==> src/rtl/display_source_selector.sv <==
// Picks one of four processor observation values with a debounced "next page" button
// and presents it as a 13-bit display number, refreshed periodically unless frozen.
module display_source_selector #(
  parameter int DEBOUNCE_CYCLES = 1000000,
  parameter int HOLD_CYCLES     = 25000000
) (
  input  logic        clk,
  input  logic        rst,
  input  logic        btn_next,
  input  logic        freeze_sw,
  input  logic [31:0] pc,
  input  logic [31:0] instr,
  input  logic [31:0] alu_result,
  input  logic [31:0] rf_data,
  output logic [1:0]  page,
  output logic [3:0]  page_led,
  output logic [12:0] num,
  output logic        sat_flag
);

  localparam int DW = $clog2(DEBOUNCE_CYCLES + 1);
  localparam int HW = $clog2(HOLD_CYCLES + 1);
  localparam logic [DW-1:0] DB_LAST   = DW'(DEBOUNCE_CYCLES - 1);
  localparam logic [HW-1:0] HOLD_LAST = HW'(HOLD_CYCLES - 1);

  typedef enum logic [1:0] {IDLE, PRESS_CNT, PRESSED, RELEASE_CNT} db_state_t;

  logic            btn_m, btn_s, frz_m, frz_s;
  db_state_t       db_state;
  logic [DW-1:0]   db_cnt;
  logic [HW-1:0]   hold_cnt;
  logic            load_pending;
  logic            next_pulse, hold_tc, do_load;
  logic [12:0]     sel_num;
  logic            sel_sat;

  always_ff @(posedge clk) begin
    if (!rst) begin
      btn_m <= 1'b0;
      btn_s <= 1'b0;
      frz_m <= 1'b0;
      frz_s <= 1'b0;
    end else begin
      btn_m <= btn_next;
      btn_s <= btn_m;
      frz_m <= freeze_sw;
      frz_s <= frz_m;
    end
  end

  // The press is accepted on the edge that leaves PRESS_CNT; page advances on that same edge.
  assign next_pulse = (db_state == PRESS_CNT) && btn_s && (db_cnt == DB_LAST);

  always_ff @(posedge clk) begin
    if (!rst) begin
      db_state <= IDLE;
      db_cnt   <= '0;
    end else begin
      unique case (db_state)
        IDLE: if (btn_s) begin
          db_state <= PRESS_CNT;
          db_cnt   <= '0;
        end
        PRESS_CNT: begin
          if (!btn_s)                db_state <= IDLE;
          else if (db_cnt == DB_LAST) db_state <= PRESSED;
          else                       db_cnt   <= db_cnt + 1'b1;
        end
        PRESSED: if (!btn_s) begin
          db_state <= RELEASE_CNT;
          db_cnt   <= '0;
        end
        RELEASE_CNT: begin
          if (btn_s)                 db_state <= PRESSED;
          else if (db_cnt == DB_LAST) db_state <= IDLE;
          else                       db_cnt   <= db_cnt + 1'b1;
        end
        default: db_state <= IDLE;
      endcase
    end
  end

  function automatic void clamp13(input logic [31:0] v, output logic [12:0] n, output logic s);
    s = |v[31:13];
    n = s ? 13'h1FFF : v[12:0];
  endfunction

  always_comb begin
    sel_num = '0;
    sel_sat = 1'b0;
    unique case (page)
      2'd0: sel_num = pc[14:2];
      2'd1: sel_num = instr[12:0];
      2'd2: clamp13(alu_result, sel_num, sel_sat);
      2'd3: clamp13(rf_data, sel_num, sel_sat);
      default: sel_num = '0;
    endcase
  end

  assign hold_tc = (hold_cnt == HOLD_LAST);
  assign do_load = load_pending && !frz_s;

  always_ff @(posedge clk) begin
    if (!rst) begin
      page         <= 2'd0;
      page_led     <= 4'b0001;
      num          <= '0;
      sat_flag     <= 1'b0;
      hold_cnt     <= '0;
      load_pending <= 1'b1;
    end else begin
      if (next_pulse) begin
        page     <= page + 2'd1;
        page_led <= {page_led[2:0], page_led[3]};
      end
      // A load restarts the refresh period, so a coincident terminal count is absorbed.
      if (do_load) begin
        num      <= sel_num;
        sat_flag <= sel_sat;
        hold_cnt <= '0;
      end else begin
        hold_cnt <= hold_tc ? '0 : hold_cnt + 1'b1;
      end
      load_pending <= next_pulse || (hold_tc && !do_load) || (load_pending && !do_load);
    end
  end

endmodule

==> config.mk <==
export PLATFORM = sky130hd
export DESIGN_NAME = display_source_selector
export DESIGN_NICKNAME = d
export VERILOG_FILES = /design/src/rtl/display_source_selector.sv
export SDC_FILE = /design/constraint.sdc
export NUM_CORES = 1
export LEC_CHECK = 0
export CAP_MARGIN = 5
export CORE_ASPECT_RATIO = 1.75
export CORE_UTILIZATION = 46
export DETAILED_ROUTE_END_ITERATION = 7
export PLACE_DENSITY = 0.86
export SLEW_MARGIN = 20
export SYNTH_ARGS = -nofsm -noshare
export SYNTH_HDL_FRONTEND = slang
export SYNTH_SLANG_ARGS = --single-unit
==> constraint.sdc <==
create_clock -name clk -period 4.3 [get_ports clk]
set_clock_uncertainty 0.2 [all_clocks]
set_input_delay 0.86 -clock clk [delete_from_list [all_inputs] [get_ports clk]]
set_output_delay 0.86 -clock clk [all_outputs]
set_load 0.005 [all_outputs]
==> Yosys cells after proc, flatten, opt, wreduce, memory -nomap -nowiden <==
Index checks and enable logic that the tools add are counted.
{ "word_totals": {"wordCells": 63, "inputBits": 132, "reg_bits": 72, "out_inout_bits": 20} }
{ "classes": {"n_reduce_logical": 16, "n_bitwise": 1, "mux": 17, "n_addsub": 3, "n_eq_ne": 14} }
{ "ops": {"columns": ["cell", "count"], "rows": [
  ["20-bit 2-to-1 mux", 5],
  ["20-bit case mux with 4 select lines", 1],
  ["13-bit case mux with 4 select lines", 1],
  ["19-bit OR reduction", 2],
  ["13-bit 2-to-1 mux", 2],
  ["25-bit by 1-bit adder with 25-bit output, second input constant", 1],
  ["25-bit == test, second input constant", 1],
  ["20-bit by 1-bit adder with 20-bit output, second input constant", 1],
  ["20-bit == test, second input constant", 1],
  ["2-bit 2-to-1 mux", 6],
  ["2-bit == test, second input constant", 4],
  ["2-bit inequality test, second input constant", 4],
  ["2-bit case mux with 4 select lines", 1],
  ["4-bit AND reduction", 2],
  ["1-bit logical AND", 5],
  ["2-bit by 1-bit == test with 1-bit output, second input constant", 2],
  ["2-bit zero test", 2],
  ["3-bit by 2-bit inequality test with 1-bit output, second input constant", 1],
  ["3-bit inequality test, second input constant", 1],
  ["3-bit OR reduction", 1],
  ["2-bit by 1-bit adder with 2-bit output, second input constant", 1],
  ["1-bit zero test", 2],
  ["1-bit logical OR", 2],
  ["1-bit case mux with 2 select lines", 1],
  ["1-bit NOT", 1]
]} }

==> Depth between registers and ports, before layout <==
Gate-level depths: netlist (run 1).
{ "depth": {"word_depth": 6, "ltp_mapped": 8, "ltp_nobuf": 6} }

==> Worst setup path after synthesis (run 1) <==
OpenSTA, ideal clock, no wires.
{ "synth_timing": {"path_kind": "input port to flip-flop", "from": "input port alu_result[23]", "to": "register num[10]", "arrival_ns": 2.147, "stages": 6, "setup_slack_ns": 1.820, "required_time_ns": 3.967, "n_path_buf": 1, "cell_sequence": "nor4_1 -> nand4_1 -> o41ai_1 -> and4b_1 -> buf_1 -> a21oi_1"} }
{ "synth_via": {"elab_chain_cells": 3} }
{ "synth_rtl": {"columns": ["element", "line_no", "source"], "rows": [
  ["start, declared", "13", "input logic [31:0] alu_result,"],
  ["19-bit OR reduction", "84", "s = |v[31:13];"],
  ["13-bit 2-to-1 mux", "85", "n = s ? 13'h1FFF : v[12:0];"],
  ["13-bit case mux with 4 select lines", "91", "unique case (page)"],
  ["end signal, assigned", "118", "num <= sel_num;"],
  ["end, declared", "17", "output logic [12:0] num,"]
]} }
Every way passes these cells.
A chain may end at the register's enable or synchronous reset.

==> Worst setup path in the final report (run 1) <==
{ "layout_timing": {"from": "input port alu_result[19]", "to": "register num[4]"} }
The elaborated chain is that of the path after synthesis.

==> impl_results.md, run 1 <==
* Outcome: completed
* Worst reg2reg startpoint: hold_cnt[23]
* P_leak at approximately 1.7 nW
* Tcrit/Tclk final at about two thirds
* 1st-pass router iterations at 6
* Final net count at approximately 640
* Post-CTS setup buffer count at 0
* Share of layout cells above drive strength 1 at 5.09%
* CP Data Arrival Time at approximately 2.8 ns
* DP Wirelength at around 7000 um
* Total CTS buffers at 9
* Final setup violation count at 0
* Initial Util at 47.9%
* Post-route DRC at 0
* WL final at just under 10000 um
* CTS sink cnt at between 70 and 80
* Die area at between 0.007 and 0.008 mm^2
* Vias/cell at 5.88
* FILL cells at between 500 and 600
* RSZ-0062 raised after global routing: no
* Endpoint class of the critical path: flip-flop
* CTS root buf: clkbuf_16
* H-tree Lvls at 3
* Synth warn at 0
* #FFs+latches synth at between 70 and 80
* Vias in the first global route at 3505
* Relative slew margins at 47.0%
* Initial DRC count at 281
* Fin Setup TNS at 0 ns
* GPL Wtd Cong at slightly above 0.8
* Worst slack at placement at 1.10 ns
* HP Start: frz_m
* Post-Synthesis Cell Area at between 0.003 and 0.004 mm^2
* Post-DRT Antenna Nets at 0
* Cell Pwr Density at about 340 mW/mm^2
* Post-synth EDFFs at 0
* FF-to-FF setup slack at ~1.6 ns
* Max_cap viols at 0
* Startpoint Class: input pin
* CP Class: in -> reg
* Chip Width at ~68 um
* Port buffer count at 113
* Critical Path Sink: num[4]
* Worst vdd rail ir drop at approximately 290 uV
* Worst Path Max Fanout at 13
* Antenna diode count at 0
* Row cnt at 41
* Worst Hold Class: reg -> reg
* Multi-input gate area at around 0.002 mm^2
* Final worst slack at roughly 1.5 ns
* Final min period at 2.84 ns
* Io pins at 152
* Commonest non-fill, non-tap cell in the layout: clkdlybuf4s50_1
* Synth cell types at 46
* CP startpoint: alu_result[19]
* Fraction of registers with async set/reset at 0%
* DR WL/cell at approximately 17 um
* Initial antenna violation count at 0
* Crit Reg-Reg Endpoint: hold_cnt[16]
* CORE AREA at approximately 0.0073 mm^2
* CTS tree: yes
* Cell count after synthesis at 400
* Register area share after synthesis at 41.3%
* FF+latch area at around 0.0014 mm^2
* Critical Path RT at roughly 4.3 ns
* First-pass GRT wire length at about 16000 um
* Global route overflow at 0
* Chip Height at 117 um
* Gates resized, CTS repair at 0
* Gr usage total at a little over a quarter
* Slew Limit Fails at 0
* Worst-case clock buffer depth at 2
* Hold-fix buffers, CTS at 0
* Largest net degree at the start of global routing at 26
* Syn avg cell area at about 8.7 um^2
* Fin. Hold Viols at 0
* Reg2Reg Depth at 5
* Clk slew on worst S/H paths at ~0.06 ns
* Main synth FF type: dfxtp_1
* Syn_nets at between 500 and 600
* Synthesis-to-layout area growth at 43.6%
* Fmax at about 0.35 GHz
* Worst-margin pin slew at 0.795 ns
* Worst skew pair latency at ~0.33 ns
* Commonest cells after routing, fill and taps aside: 113 x clkdlybuf4s50_1, 72 x dfxtp_1, 59 x nor2_1, 25 x nand3_1
* DR vias at 3513
## synth_stat cells, types with 8 or more instances
cell | number | share of area [%]
a21oi_1 | 18 | 2.6
a222oi_1 | 13 | 3.7
clkbuf_1 | 16 | 1.7
dfxtp_1 | 72 | 41
nand2_1 | 18 | 1.9
nand3_1 | 25 | 3.6
nand3b_1 | 13 | 2.8
nand4_1 | 8 | 1.4
nor2_1 | 59 | 6.4
nor4_1 | 17 | 3.0
o211ai_1 | 15 | 3.2
o21ai_0 | 10 | 1.4
xnor2_1 | 19 | 4.8
xor2_1 | 19 | 4.8
## through the flow
stage                     instances  hold WS [ns]  utilization, %  instance area (um^2)  total power [W]
after global routing            597         0.255            68.7                  5010          0.00173
after detailed placement        581         0.223            64.0                  4660         0.000877
after floorplan                 400         0.212               -                  3490         0.000754
final                           597         0.232            68.7                  5010          0.00169
after CTS                       597         0.235            68.6                  5000          0.00170
after global placement          581         0.220            64.0                  4660         0.000874
## logic make-up after synthesis
group	after synthesis	share of synthesized area, %
flip-flops	72	41.3
buffers and inverters	28	3.12
AO/OA/AOI/OAI	64	12.8
AND/OR/NAND/NOR	187	29.6
multiplexers	5	1.44
XOR/XNOR	38	9.54
adder cells (fa/ha/maj)	6	2.15
## report_power, final
part	total, W	switching (W)	internal, W
sequential	0.000695	0.0000108	0.000685
clock	0.000823	0.000282	0.000541
combinational	0.000169	0.0000557	0.000114
## layer usage
layer  share of wire (%)  wire length, um  track usage, %  vias to the layer above
li1                    -                -               -                     1681
met1                  38             3740            29.0                     1635
met2                  53             5210            46.8                      170
met3                 7.1              708            6.59                       27
met4                 2.6              259            12.8                        0
met5                   0                0               0                        -
## final cells by class
class | count | share of cell area [%]
Inverter | 8 | 0.600
Clock buffer | 12 | 5.12
Multi-Input combinational cell | 300 | 38.9
Clock inverter | 4 | 1.52
Tap cell | 86 | 2.15
Sequential cell | 72 | 28.8
Timing Repair Buffer | 115 | 22.9
## sequential cells by signal, indices dropped and copies added, names as in the netlist, named ones only
name / cells
load_pending: 1
num: 13
btn_m: 1
hold_cnt: 25
page_led: 4
db_cnt: 20
sat_flag: 1
frz_m: 1
btn_s: 1
page: 2
db_state: 1
frz_s: 1
## worst max-delay path, stage by stage
cell and delay [ns]:
clkdlybuf4s50_1 0.40, nor4_1 0.31, nand4_1 0.14, o41ai_1 0.39
and4b_1 0.59, a21oi_1 0.14
## worst min path at each step
stage	endpoint	slack [ns]	cells after the start
6_report	frz_s	0.23	1
5_1_grt	frz_s	0.26	1
4_1_cts	frz_s	0.24	1
3_5_place_dp	frz_s	0.22	1
3_3_place_gp	btn_s	0.22	1
2_1_floorplan	btn_s	0.21	1
Note: power is estimated with default switching activity, not from simulation.
==> run 2, diff against run 1 <==
Settings changed: CORE_UTILIZATION 46 to 38, PLACE_DENSITY 0.86 to 0.76.
Clock period 4.3 ns to 2.5 ns, I/O delays scaled along.
==> impl_results.md, run 2 (synthesis gave the netlist of run 1 again) <==
* Outcome: completed
* Commonest cells after routing, fill and taps aside: 113 x clkdlybuf4s50_1, 72 x dfxtp_1, 59 x nor2_1, 25 x nand3_1
* HP Start: frz_m
* Worst skew pair latency at between 0.3 and 0.4 ns
* Endpoint class of the critical path: flip-flop
* Chip Height at about 130 um
* Port buffer count at roughly 110
* Critical Path RT at around 2.5 ns
* First-pass GRT wire length at approximately 16000 um
* CP Cell Sequence: clkdlybuf4s50_1 > nor4_1 > nand4_1 > o41ai_1 > buf_4 > and4b_1 > buf_4 > a21oi_1
* Relative slew margins at between 60% and 70%
* Post-CTS setup buffer count at 0
* Commonest non-fill, non-tap cell in the layout: clkdlybuf4s50_1
* Synthesis-to-layout area growth at 46.4%
* H-tree Lvls at 3
* Cell mode on critical path: buf_4
* DR vias at 3482
* Fin. Hold Viols at 0
* CTS root buf: clkbuf_16
* Initial antenna violation count at 0
* Clk slew on worst S/H paths at about 0.06 ns
* Share of layout cells above drive strength 1 at between 6 and 7%
* Post-route DRC at 0
* Max reg flops at 25
* GPL Wtd Cong at roughly 0.85
* Worst Path Max Fanout at 8
* Io pins at around 150
* Top Registers: hold_cnt: 25 flops, db_cnt: 20 flops, num: 13 flops
* 1st-pass router iterations at 5
* Initial DRC count at between 150 and 200
* Gr usage total at a little over a fifth
* DP Wirelength at between 7000 and 8000 um
* FF-to-FF setup slack at between 0.2 and 0.3 ns
* CP Data Arrival Time at roughly 2.4 ns
* Worst path max stage delay at ~0.39 ns
* Hold-fix buffers, CTS at 0
* DR WL/cell at ~15 um
* Startpoint Class: input pin
* Die area at about 0.0096 mm^2
* Fmax at 0.426 GHz
* Worst-margin pin slew at around 0.55 ns
* FILL cells at between 800 and 900
* Global route overflow at 0
* Worst path bufs/invs at 3
* RSZ-0062 raised after global routing: no
* Reg with most FFs: hold_cnt
* Initial Util at approximately 40%
* WL final at a little under 10000 um
* Kind of cell adding the most delay to the critical path: buffers and inverters
* Worst-case clock buffer depth at 2
* P_leak at 1.72 nW
* Finished Core Util at 58.1%
* Max_cap viols at 0
* Largest net degree at the start of global routing at 26
* Reg2Reg Depth at 6
* Hold endpoint: frz_s
* Final min period at about 2.4 ns
* Hold Slack at between 0.2 and 0.25 ns
* Worst slack at placement at -0.188 ns
* Worst vdd rail ir drop at approximately 440 uV
* Chip Width at ~74 um
* Final worst slack at between 0.1 and 0.15 ns
* Gates resized, CTS repair at 0
* Fin Setup TNS at 0 ns
* Crit Reg-Reg Endpoint: hold_cnt[24]
* Worst reg2reg startpoint: hold_cnt[0]
* Worst Hold Class: reg -> reg
* Slew Limit Fails at 0
* CTS sink cnt at 72
* CORE AREA at between 0.008 and 0.009 mm^2
* Cell Pwr Density at 543 mW/mm^2
* Crit-path slowest cell: clkdlybuf4s50_1
* Tcrit/Tclk final at between 90 and 100%
* Row cnt at 45
* Vias/cell at 5.44
* Final net count at roughly 660
* Hold path cells at 1
* Vias in the first global route at approximately 3500
* Final setup violation count at 0
* Post-DRT Antenna Nets at 0
* Antenna diode count at 0
* CP Class: in -> reg
* Total CTS buffers at 9
* CTS tree: yes
run 2: cell types whose count changed in the layout (fill, tap and decap cells not counted), sizes merged:
cell    previous run  this run
clkinv             2         4
clkbuf            12        11
bufinv             2         1
buf                2        14
run 2: stage by stage:
stage | power (W) | cells | cell area, um^2
after detailed placement | 0.00152 | 624 | 4810
final | 0.00277 | 640 | 5100
after CTS | 0.00280 | 640 | 5100
after floorplan | 0.00130 | 400 | 3490
after global placement | 0.00151 | 624 | 4810
after global routing | 0.00287 | 640 | 5100
run 2: power breakdown:
part,leakage (nW),internal [W],switching (W)
registers,0.585,0.00118,0.0000179
logic,0.993,0.000203,0.0000970
clock network,0.145,0.000797,0.000479
total,1.72,0.00218,0.000594
run 2: metal layers:
metal  track usage [%]  share of wire, %
met5                 0                 0
met4              10.5               3.4
met3              4.78               5.8
met2              39.1                53
met1              22.3                38
run 2: layout make-up:
class / count / area, um^2 / share of cell area, %
clock inverter: 5 / 56.3 / 1.10
sequential: 72 / 1440 / 28.2
timing repair buffer: 127 / 1250 / 24.5
multi-input combinational: 300 / 1940 / 38.0
tap: 117 / 146 / 2.87
inverter: 8 / 30.0 / 0.588
clock buffer: 11 / 243 / 4.75
run 2: worst max path at each step:
| stage | cells after the start | from | endpoint |
|---|---|---|---|
| after floorplan | 5 | db_cnt[7] | page_led[0] |
| after global placement | 8 | alu_result[19] | num[5] |
| after detailed placement | 8 | alu_result[23] | num[6] |
| after CTS | 8 | alu_result[23] | num[6] |
| after global routing | 8 | alu_result[23] | num[9] |
| final | 8 | alu_result[23] | num[6] |
